$ cat config.mk
export PLATFORM = sky130hd
export DESIGN_NAME = window_stream_ctrl_flat
export DESIGN_NICKNAME = d
export VERILOG_FILES = /design/src/rtl/hdc_win_pkg.sv /design/src/rtl/window_stream_ctrl_if.sv /design/src/rtl/win_beat_counter.sv /design/src/rtl/window_stream_ctrl.sv /design/src/flat_wrapper.sv
export SDC_FILE = /design/constraint.sdc
export NUM_CORES = 1
export LEC_CHECK = 0
export CAP_MARGIN = 20
export CELL_PAD_IN_SITES_DETAIL_PLACEMENT = 2
export CELL_PAD_IN_SITES_GLOBAL_PLACEMENT = 2
export CORE_UTILIZATION = 32
export CTS_CLUSTER_DIAMETER = 120
export DETAILED_ROUTE_END_ITERATION = 6
export GPL_TIMING_DRIVEN = 1
export PLACE_DENSITY_LB_ADDON = 0.1
export SETUP_SLACK_MARGIN = 0.2
export SYNTH_ARGS = -nofsm -noshare
export SYNTH_HDL_FRONTEND = slang
export SYNTH_SLANG_ARGS = --single-unit
export TNS_END_PERCENT = 30
$ cat constraint.sdc
create_clock -name clk -period 5.3 [get_ports clk]
set_input_delay 1.06 -clock clk [delete_from_list [all_inputs] [get_ports clk]]
set_output_delay 1.06 -clock clk [all_outputs]
set_load 0.02 [all_outputs]
$ cat src/rtl/hdc_win_pkg.sv
// Shared constants and state type for the window stream controller.
// Window geometry, index widths and the sequencing FSM state enum.
package hdc_win_pkg;

    localparam int NUM_CHS     = 17;
    localparam int WINDOW_SIZE = 256;
    localparam int SAMPLE_SIZE = 16;

    localparam int SIDX_W = $clog2(WINDOW_SIZE);
    localparam int CIDX_W = $clog2(NUM_CHS);
    localparam int BEATS  = WINDOW_SIZE * NUM_CHS;

    typedef enum logic [1:0] {
        IDLE,
        ARMED,
        STREAM,
        DRAIN
    } state_t;

endpackage

$ cat src/rtl/window_stream_ctrl_if.sv
// Encoder beat stream: read indices, valid/ready, first/last/abort, done.
// master = window_stream_ctrl, slave = HDC encoder (plus external data mux).
interface window_stream_ctrl_if;
    import hdc_win_pkg::*;

    logic [SIDX_W-1:0] rd_sample_idx;
    logic [CIDX_W-1:0] rd_ch_idx;
    logic              enc_valid;
    logic              enc_ready;
    logic              enc_first;
    logic              enc_last;
    logic              enc_abort;
    logic              enc_done;

    modport master (
        output rd_sample_idx,
        output rd_ch_idx,
        output enc_valid,
        output enc_first,
        output enc_last,
        output enc_abort,
        input  enc_ready,
        input  enc_done
    );

    modport slave (
        input  rd_sample_idx,
        input  rd_ch_idx,
        input  enc_valid,
        input  enc_first,
        input  enc_last,
        input  enc_abort,
        output enc_ready,
        output enc_done
    );

endinterface

$ cat src/rtl/win_beat_counter.sv
// 2-D (sample, channel) beat counter, channel inner, sample outer.
// Ports: clk, nrst, clear, advance in; sample_idx, ch_idx, first, last out.
module win_beat_counter
    import hdc_win_pkg::*;
(
    input  logic              clk,
    input  logic              nrst,
    input  logic              clear,
    input  logic              advance,
    output logic [SIDX_W-1:0] sample_idx,
    output logic [CIDX_W-1:0] ch_idx,
    output logic              first,
    output logic              last
);

    localparam logic [CIDX_W-1:0] CH_MAX = CIDX_W'(NUM_CHS - 1);
    localparam logic [SIDX_W-1:0] S_MAX  = SIDX_W'(WINDOW_SIZE - 1);

    always_ff @(posedge clk or negedge nrst) begin
        if (!nrst) begin
            sample_idx <= '0;
            ch_idx     <= '0;
        end else if (clear) begin
            sample_idx <= '0;
            ch_idx     <= '0;
        end else if (advance) begin
            if (ch_idx == CH_MAX) begin
                ch_idx     <= '0;
                sample_idx <= (sample_idx == S_MAX) ? '0
                                                    : sample_idx + 1'b1;
            end else begin
                ch_idx <= ch_idx + 1'b1;
            end
        end
    end

    assign first = (sample_idx == '0) && (ch_idx == '0);
    assign last  = (sample_idx == S_MAX) && (ch_idx == CH_MAX);

endmodule

$ cat src/rtl/window_stream_ctrl.sv
// Sequences window buffer shifts and streams each completed window to the
// HDC encoder beat by beat; flags overrun when a new window lands early.
// Ports: clk, nrst, run, sample_valid, win_en, win_done, enc (master
// modport: indices, valid/ready, first/last/abort, done), busy, overrun,
// win_count; drop_count only when WSC_DROP_CNT_EN is defined.
module window_stream_ctrl
    import hdc_win_pkg::*;
(
    input  logic                clk,
    input  logic                nrst,
    input  logic                run,
    input  logic                sample_valid,
    output logic                win_en,
    input  logic                win_done,
    window_stream_ctrl_if.master enc,
    output logic                busy,
    output logic                overrun,
    output logic [15:0]         win_count
`ifdef WSC_DROP_CNT_EN
    ,
    output logic [15:0]         drop_count
`endif
);

    state_t state;
    state_t state_nxt;

    logic              cnt_clear;
    logic              cnt_adv;
    logic              cnt_first;
    logic              cnt_last;
    logic [SIDX_W-1:0] cnt_sidx;
    logic [CIDX_W-1:0] cnt_cidx;
    logic              ovr_evt;
    logic              done_evt;
    logic              abort_q;

    win_beat_counter u_cnt (
        .clk        (clk),
        .nrst       (nrst),
        .clear      (cnt_clear),
        .advance    (cnt_adv),
        .sample_idx (cnt_sidx),
        .ch_idx     (cnt_cidx),
        .first      (cnt_first),
        .last       (cnt_last)
    );

    // In STREAM enc_valid is always high, so ready alone means a transfer.
    // A new window during STREAM/DRAIN wins over any beat or enc_done.
    always_comb begin
        state_nxt = state;
        cnt_clear = 1'b0;
        cnt_adv   = 1'b0;
        ovr_evt   = 1'b0;
        done_evt  = 1'b0;
        unique case (state)
            IDLE: begin
                if (run) state_nxt = ARMED;
            end
            ARMED: begin
                if (!run) begin
                    state_nxt = IDLE;
                end else if (win_done) begin
                    state_nxt = STREAM;
                    cnt_clear = 1'b1;
                end
            end
            STREAM: begin
                if (win_done) begin
                    ovr_evt   = 1'b1;
                    cnt_clear = 1'b1;
                end else if (enc.enc_ready) begin
                    cnt_adv = 1'b1;
                    if (cnt_last) state_nxt = DRAIN;
                end
            end
            DRAIN: begin
                if (win_done) begin
                    ovr_evt   = 1'b1;
                    cnt_clear = 1'b1;
                    state_nxt = STREAM;
                end else if (enc.enc_done) begin
                    done_evt  = 1'b1;
                    state_nxt = run ? ARMED : IDLE;
                end
            end
            default: state_nxt = IDLE;
        endcase
    end

    always_ff @(posedge clk or negedge nrst) begin
        if (!nrst) begin
            state     <= IDLE;
            abort_q   <= 1'b0;
            overrun   <= 1'b0;
            win_count <= '0;
        end else begin
            state   <= state_nxt;
            abort_q <= ovr_evt;
            if (ovr_evt) overrun <= 1'b1;
            if (done_evt) win_count <= win_count + 16'd1;
        end
    end

`ifdef WSC_DROP_CNT_EN
    always_ff @(posedge clk or negedge nrst) begin
        if (!nrst) begin
            drop_count <= '0;
        end else if (ovr_evt && (drop_count != 16'hFFFF)) begin
            drop_count <= drop_count + 16'd1;
        end
    end
`endif

    assign win_en = sample_valid & run;
    assign busy   = (state == STREAM) || (state == DRAIN);

    assign enc.enc_valid     = (state == STREAM);
    assign enc.rd_sample_idx = cnt_sidx;
    assign enc.rd_ch_idx     = cnt_cidx;
    assign enc.enc_first     = (state == STREAM) && cnt_first;
    assign enc.enc_last      = (state == STREAM) && cnt_last;
    assign enc.enc_abort     = abort_q;

endmodule

$ cat src/flat_wrapper.sv
// flat-port wrapper written by rule: the top's interface ports become plain ports
module window_stream_ctrl_flat import hdc_win_pkg::*;
  (clk, nrst, run, sample_valid, win_en, win_done, busy, overrun, win_count, enc_rd_sample_idx, enc_rd_ch_idx, enc_enc_valid, enc_enc_first, enc_enc_last, enc_enc_abort, enc_enc_ready, enc_enc_done);
  window_stream_ctrl_if enc_i ();
  input  logic clk;
  input  logic nrst;
  input  logic run;
  input  logic sample_valid;
  output logic win_en;
  input  logic win_done;
  output logic busy;
  output logic overrun;
  output logic [15:0] win_count;
  output wire logic [$bits(enc_i.rd_sample_idx)-1:0] enc_rd_sample_idx;
  output wire logic [$bits(enc_i.rd_ch_idx)-1:0] enc_rd_ch_idx;
  output wire logic [$bits(enc_i.enc_valid)-1:0] enc_enc_valid;
  output wire logic [$bits(enc_i.enc_first)-1:0] enc_enc_first;
  output wire logic [$bits(enc_i.enc_last)-1:0] enc_enc_last;
  output wire logic [$bits(enc_i.enc_abort)-1:0] enc_enc_abort;
  input wire logic [$bits(enc_i.enc_ready)-1:0] enc_enc_ready;
  input wire logic [$bits(enc_i.enc_done)-1:0] enc_enc_done;
  assign enc_rd_sample_idx = enc_i.rd_sample_idx;
  assign enc_rd_ch_idx = enc_i.rd_ch_idx;
  assign enc_enc_valid = enc_i.enc_valid;
  assign enc_enc_first = enc_i.enc_first;
  assign enc_enc_last = enc_i.enc_last;
  assign enc_enc_abort = enc_i.enc_abort;
  assign enc_i.enc_ready = enc_enc_ready;
  assign enc_i.enc_done = enc_enc_done;
  window_stream_ctrl u_core (.clk(clk), .nrst(nrst), .run(run), .sample_valid(sample_valid), .win_en(win_en), .win_done(win_done), .enc(enc_i), .busy(busy), .overrun(overrun), .win_count(win_count));
endmodule
==> metrics.md, run 1 <==
| Metric | Value |
|---|---|
| Outcome | finished clean |
| Initial Utilization | 33.1% |
| Largest net degree at the start of global routing | 34 |
| Final slew viol count | 0 |
| DRT antenna net count | 0 |
| End of the critical path | enc_enc_first |
| Vias in the first global route | 1576 |
| TritonCTS clock tree | built |
| Number of synthesized flops with an enable pin | 0 |
| Class of the worst hold path | reg2reg |
| Syn avg cell area | 10.1 sq um |
| Netlist cell types | 38 |
| Fin. Hold Viols | 0 |
| CP peak stage delay | 0.64 ns |
| Slew headroom | 71.1% |
| Metal3 WL | 132 um |
| Top sig layer | met4 |
| Die width | 74.7 um |
| Critical Path Source | u_core.u_cnt.sample_idx[0]$_DFFE_PN0P_ |
| Unrepaired setup endpoints after global routing | no |
| Post-synthesis sequential area ratio | 48.9% |
| Clock skew | 0.00336 ns |
| Die outline height | 74.7 um |
| # Max-Cap Violations | 0 |
| Post-Syn Area | 1690 sq um |
| Area added between synthesis and finish | 35.2% |
| Sink Count | 33 |
| Multi-input combinational cell area | 815 sq um |
| FP Rows | 26 |
| Initial antenna violation count | 0 |
| R2R setup slack | 3.21 ns |
| Critical Path Fanout Max | 5 |
| RR Endpoint | u_core.u_cnt.sample_idx[3]$_DFFE_PN0P_ |
| WS Path Type | reg2out |
| Share of post-route cells with drive strength above 1 | 9.86% |
| Die area | 5570 sq um |
| Met1 Wirelength | 1.95 mm |
| Fill cell count | 570 |
| I/O Buffers | 42 |
| Fin crit period | 3.44 ns |
| Post-CTS Resized | 0 |
| Initial drt markers | 44 |
| Main synth FF type | dfrtp_1 |
| Power Dens Cells | 328 nW/um^2 |
| PnR worst setup slack | 1.86 ns |
| Worst R2R Start | u_core.u_cnt.ch_idx[0]$_DFFE_PN0P_ |
| WL final | 4.58 mm |
| Setup violations, final | 0 |
| FF-to-FF path depth | 6 |
| CP cell instances | inv_1 -> ha_1 -> or4b_2 -> nor3_1 -> clkdlybuf4s50_1 |
| Placer Congestion | 0.793 |
| Cell depth of the worst setup path | 5 |
| CP required | 4.24 ns |
| Area leader, netlist | dfrtp_1 |
| Total track usage | 18.8% |
| Setup Buffers After CTS | 0 |
| Synthesized Nets | 179 |
| Clk_lat worst skew | 0.28 ns |
| Maximum VDD drop | 0.159 mV |
| CP Capture Type | output pin |
| H-tree depth | 2 |
| Synth Instances | 167 |
| Post-synth ARST share | 100% |
| GRT overflow | 0 |
| CP arrival | 2.38 ns |
| Routed len/inst | 16.2 um |
| WL met2 | 2.45 mm |
| Final nets | 224 |
| Pre-CTS setup slack | 1.85 ns |
| DRT Pass-1 Iters | 4 |
| Synth top area share | 48.9% |
| Seq cells post-synth | 33 |
| Clock-pin slew on the worst setup and hold paths | 0.07 ns |
| Synth top cells by count | dfrtp_1, nand2_1, nand3_1, nor2_1, xnor2_1 |
| Post-DR vias/cell | 5.06 |
| First-pass GRT wire length | 7.75 mm |
| Warnings, synthesis | 0 |
| Post-DP HPWL | 3.43 mm |
| Leakage | 0.944 nW |
| Most frequent cell after synthesis | dfrtp_1 |
| I/O pins | 43 |
| Max Fclk | 291 MHz |
| Tcrit/Tclk final | 64.9% |
| CP max stage cell | clkdlybuf4s50_1 |
| Residual DRC | 0 |
| Antenna diode count | 0 |
| Tightest Pin Transition | 0.434 ns |
| Delay-heaviest family, CP | simple AND/OR/NAND/NOR gates |
| Clock Tree Root | clkbuf_8 |
| Hold-fix buffers at CTS | 0 |
| Setup tns final | 0 ns |
| Startpoint type of the worst setup path | register |
| CTS buffer count | 5 |
| Register area | 826 sq um |
| Total number of vias | 1431 |
| Top cells by area, synth | dfrtp_1, xnor2_1, nand3_1 |
| Buf+Inv Stages, Crit Path | 2 |
| Total core area | 5110 sq um |
| Longest Clk Path Bufs | 2 |
-- worst min path at each step --
stage,start,end,slack (ns),cells after the start
final,u_core.win_count[15]$_DFFE_PN0P_,u_core.win_count[15]$_DFFE_PN0P_,0.48,1
after global routing,u_core.win_count[15]$_DFFE_PN0P_,u_core.win_count[15]$_DFFE_PN0P_,0.50,1
after CTS,u_core.win_count[15]$_DFFE_PN0P_,u_core.win_count[15]$_DFFE_PN0P_,0.49,1
after detailed placement,u_core.overrun$_DFFE_PN0N_,u_core.overrun$_DFFE_PN0N_,0.48,1
after global placement,u_core.overrun$_DFFE_PN0N_,u_core.overrun$_DFFE_PN0N_,0.45,1
after floorplan,u_core.win_count[15]$_DFFE_PN0P_,u_core.win_count[15]$_DFFE_PN0P_,0.58,1
-- flip-flops by register name, summed over array words and instances, names as in the netlist --
| name | flops |
|---|---|
| u_core.win_count | 16 |
| u_core.u_cnt.sample_idx | 8 |
| u_core.u_cnt.ch_idx | 5 |
| u_core.state | 2 |
| u_core.enc.enc_abort | 1 |
| u_core.overrun | 1 |
-- report_power, final --
group | leakage [nW] | internal [mW] | total (mW) | switching, mW
clock | 0.0542 | 0.117 | 0.209 | 0.0918
sequential | 0.443 | 0.278 | 0.316 | 0.0385
combinational | 0.447 | 0.102 | 0.224 | 0.123
-- layout by cell type (no fill, tap or decap), types with 6 or more instances in the layout --
cell	instances
xor2_1	8
clkbuf_8	7
dfrtp_1	33
inv_1	7
a21oi_1	6
nand2_1	18
xnor2_1	11
clkdlybuf4s50_1	42
nor2_1	13
nand3_1	16
nand4_1	6
-- metrics by stage --
step	cells	hold slack (ns)	util, %	power (mW)	area (sq um)
final	283	0.480	44.7	0.750	2280
after global routing	283	0.501	44.7	0.796	2280
after CTS	283	0.489	44.7	0.767	2280
after detailed placement	275	0.478	42.7	0.552	2180
after global placement	275	0.453	42.7	0.541	2180
after floorplan	167	0.582	-	0.441	1690
-- logic make-up (layout without fill, tap and decap cells) --
logic type	Yosys count	count (layout)	share of synthesized area (%)
xor+xnor	19	19	9.85
compound gates	17	17	7.11
flops	33	33	48.9
mux	1	1	0.667
simple gates	80	80	26.9
buf+inv	12	58	2.89
fa+ha+maj	5	5	3.70
-- area by class of cell --
type / instances / area share, %
flip-flops and latches: 33 / 36.2
clock inverters: 1 / 0.219
multi-input cells: 122 / 35.7
repair buffers: 43 / 18.7
inverters: 7 / 1.15
well taps: 70 / 3.84
clock buffers: 7 / 4.22
-- layer usage --
metal | vias up | global-route usage [%]
met5 | - | 0
met4 | 0 | 6.29
met3 | 5 | 4.55
met2 | 28 | 34.7
met1 | 713 | 21.0
li1 | 685 | -
No activity file was read; power rests on OpenSTA's default activity.
==> run 2, diff against run 1 <==
- CORE_UTILIZATION: 32 -> 30
- clock period: 5.3 -> 3.2 ns (I/O delays scaled with it)
==> run 2 against run 1 <==
Against the previous run: utilization fell by 1.6 points; worst hold slack improved by 0.0062 ns; power rose by 61%; largest cell class unchanged; sequential cell count did not move; count of clock-buffer cells in the layout fell by 1.
==> metrics.md, run 2 (synthesis gave the netlist of run 1 again) <==
| Metric | Value |
|---|---|
| Outcome | finished clean |
| Net Sw Power | 437 uW (+73%) |
| Max Fclk | 363 MHz |
| Tcrit/Tclk final | 86.1% |
| Unrepaired setup endpoints after global routing | no |
| Biggest register | u_core.win_count |
| Placer Congestion | 0.787 (-0.73%) |
| Post-DR vias/cell | 5.18 (+2.4%) |
| Initial antenna violation count | 0 (unchanged) |
| Max reg flops | 16 (unchanged) |
| Leakage | 0.959 nW (+1.6%) |
| Setup violations, final | 0 (unchanged) |
| GRT overflow | 0 (unchanged) |
| Initial Utilization | 32.1% (-1.0 points) |
| Clk_lat worst skew | 0.28 ns (about the same) |
| DRT antenna net count | 0 (unchanged) |
| I/O pins | 43 (unchanged) |
| Final slew viol count | 0 (unchanged) |
| PnR worst setup slack | 0.444 ns (-1.42 ns) |
| CP arrival | 2.12 ns (-0.26 ns) |
| Most common cell after layout, fill and taps aside | clkdlybuf4s50_1 |
| First-pass GRT wire length | 8.95 mm (+16%) |
| Initial drt markers | 57 (+30%) |
| Total track usage | 19.3% (+0.56 points) |
| Fin. Hold Viols | 0 (unchanged) |
| Setup tns final | 0 ns (unchanged) |
| I/O Buffers | 42 (unchanged) |
| FP Rows | 26 (unchanged) |
| Power Dens Cells | 532 nW/um^2 (+62%) |
| Clock skew | 0.00395 ns (+0.000583 ns) |
| Final nets | 225 (+0.45%) |
| Critical Path Fanout Max | 5 (unchanged) |
| TritonCTS clock tree | built |
| Commonest non-fill, non-tap cells in the layout | clkdlybuf4s50_1, dfrtp_1, nand2_1 |
| Startpoint type of the worst setup path | register |
| Maximum VDD drop | 0.245 mV (+54%) |
| Die width | 77.0 um (+3.2%) |
| Slew headroom | 67.2% (-3.9 points) |
| Share of post-route cells with drive strength above 1 | 9.81% (-0.046 points) |
| # Max-Cap Violations | 0 (unchanged) |
| R2R setup slack | 1.18 ns (-2.03 ns) |
| CTS buffer count | 5 (unchanged) |
| WL final | 5.23 mm (+14%) |
| Clock power frac | 25.9% (-2.0 points) |
| Largest regs | u_core.win_count (16), u_core.u_cnt.sample_idx (8), u_core.u_cnt.ch_idx (5) |
| Pre-CTS setup slack | 0.465 ns (-1.39 ns) |
| H-tree depth | 2 (unchanged) |
| Total core area | 5270 sq um (+3.2%) |
| WS Path Type | reg2out |
| Die outline height | 77.0 um (+3.2%) |
| Clock Tree Root | clkbuf_8 |
| Met1 Wirelength | 2.13 mm (+9.6%) |
| Post-DP HPWL | 3.95 mm (+15%) |
| Post-route insts no fill | 284 (+0.35%) |
| Largest net degree at the start of global routing | 34 (unchanged) |
| Longest Clk Path Bufs | 2 (unchanged) |
| FF-to-FF path depth | 7 (+1) |
| Internal power | 773 uW (+55%) |
| Placed Cells | 276 (+0.36%) |
| Logic pwr share | 30.5% (+0.6 points) |
| Routed len/inst | 18.4 um (+14%) |
| Area added between synthesis and finish | 34.6% |
| CP required | 2.56 ns (-1.68 ns) |
| Hold-critical path depth | 1 (unchanged) |
| WL met2 | 2.89 mm (+18%) |
| Tightest Pin Transition | 0.492 ns (+0.0585 ns) |
| Class of the worst hold path | reg2reg |
| Sink Count | 33 (unchanged) |
| Total number of vias | 1470 (+2.7%) |
| Clock-pin slew on the worst setup and hold paths | 0.07 ns (about the same) |
| Switching share of power | 36.1% (+2.4 points) |
| Fin crit period | 2.76 ns |
| Residual DRC | 0 (unchanged) |
| CP Capture Type | output pin |
| Metal3 WL | 173 um (+31%) |
| DRT Pass-1 Iters | 4 (unchanged) |
| Die area | 5930 sq um (+6.5%) |
| Top sig layer | met4 |
| Vias in the first global route | 1687 (+7.0%) |
| Reg power frac | 43.6% (+1.4 points) |
| Antenna diode count | 0 (unchanged) |
run 2: timing repair:
action / 4_1_cts / 5_1_grt
endpoints found under the hold margin: 0 / 0
hold buffers: 0 / 0
setup buffers: 0 / 0
endpoints found under the setup margin: 1 / 1
gates cloned: 0 / 0
resized for setup: 1 / 1
pin swaps: 0 / 0
run 2: per-layer routing:
| metal | GRT usage [%] | vias up |
|---|---|---|
| li1 | - | 682 |
| met1 | 21.7 | 747 |
| met2 | 36.6 | 37 |
| met3 | 4.17 | 4 |
| met4 | 4.91 | 0 |
| met5 | 0 | - |
run 2: path summary, 6_finish.rpt:
path,start,endpoint
max reg2reg,u_core.u_cnt.ch_idx[0]$_DFFE_PN0P_,u_core.u_cnt.sample_idx[3]$_DFFE_PN0P_
min in group asynchronous,nrst,u_core.win_count[3]$_DFFE_PN0P_
max,u_core.u_cnt.sample_idx[0]$_DFFE_PN0P_,enc_enc_first
max in group asynchronous,nrst,u_core.win_count[6]$_DFFE_PN0P_
min reg2reg,u_core.overrun$_DFFE_PN0N_,u_core.overrun$_DFFE_PN0N_
min,u_core.overrun$_DFFE_PN0N_,u_core.overrun$_DFFE_PN0N_
run 2: final cells by class:
class | count | area [sq um]
fillers | 594 | 3000
flip-flops and latches | 33 | 826
multi-input cells | 122 | 815
repair buffers | 44 | 437
well taps | 70 | 87.6
clock buffers | 6 | 72.6
inverters | 7 | 26.3
clock inverters | 2 | 10.0
run 2: critical path, stage by stage (launching register included):
cell,delay (ns)
dfrtp_1,0.44
inv_1,0.11
ha_1,0.14
or4b_2,0.57
nor3_1,0.22
dlygate4sd2_1,0.36
run 2: power by group through the flow:
stage               Combinational (mW)  Clock, mW  Sequential (mW)
floorplan                        0.181          0            0.550
global placement                 0.362          0            0.528
detailed placement               0.383          0            0.537
CTS                              0.377      0.324            0.529
global route                     0.399      0.340            0.537
finish                           0.369      0.313            0.527
run 2: through the flow:
step	util (%)	hold WS (ns)	area, sq um	power (mW)
3_5_place_dp	41.5	0.468	2190	0.919
6_report	43.1	0.486	2270	1.21
5_1_grt	43.1	0.522	2270	1.28
3_3_place_gp	41.5	0.450	2190	0.890
4_1_cts	43.1	0.493	2270	1.23
2_1_floorplan	-	0.344	1690	0.731
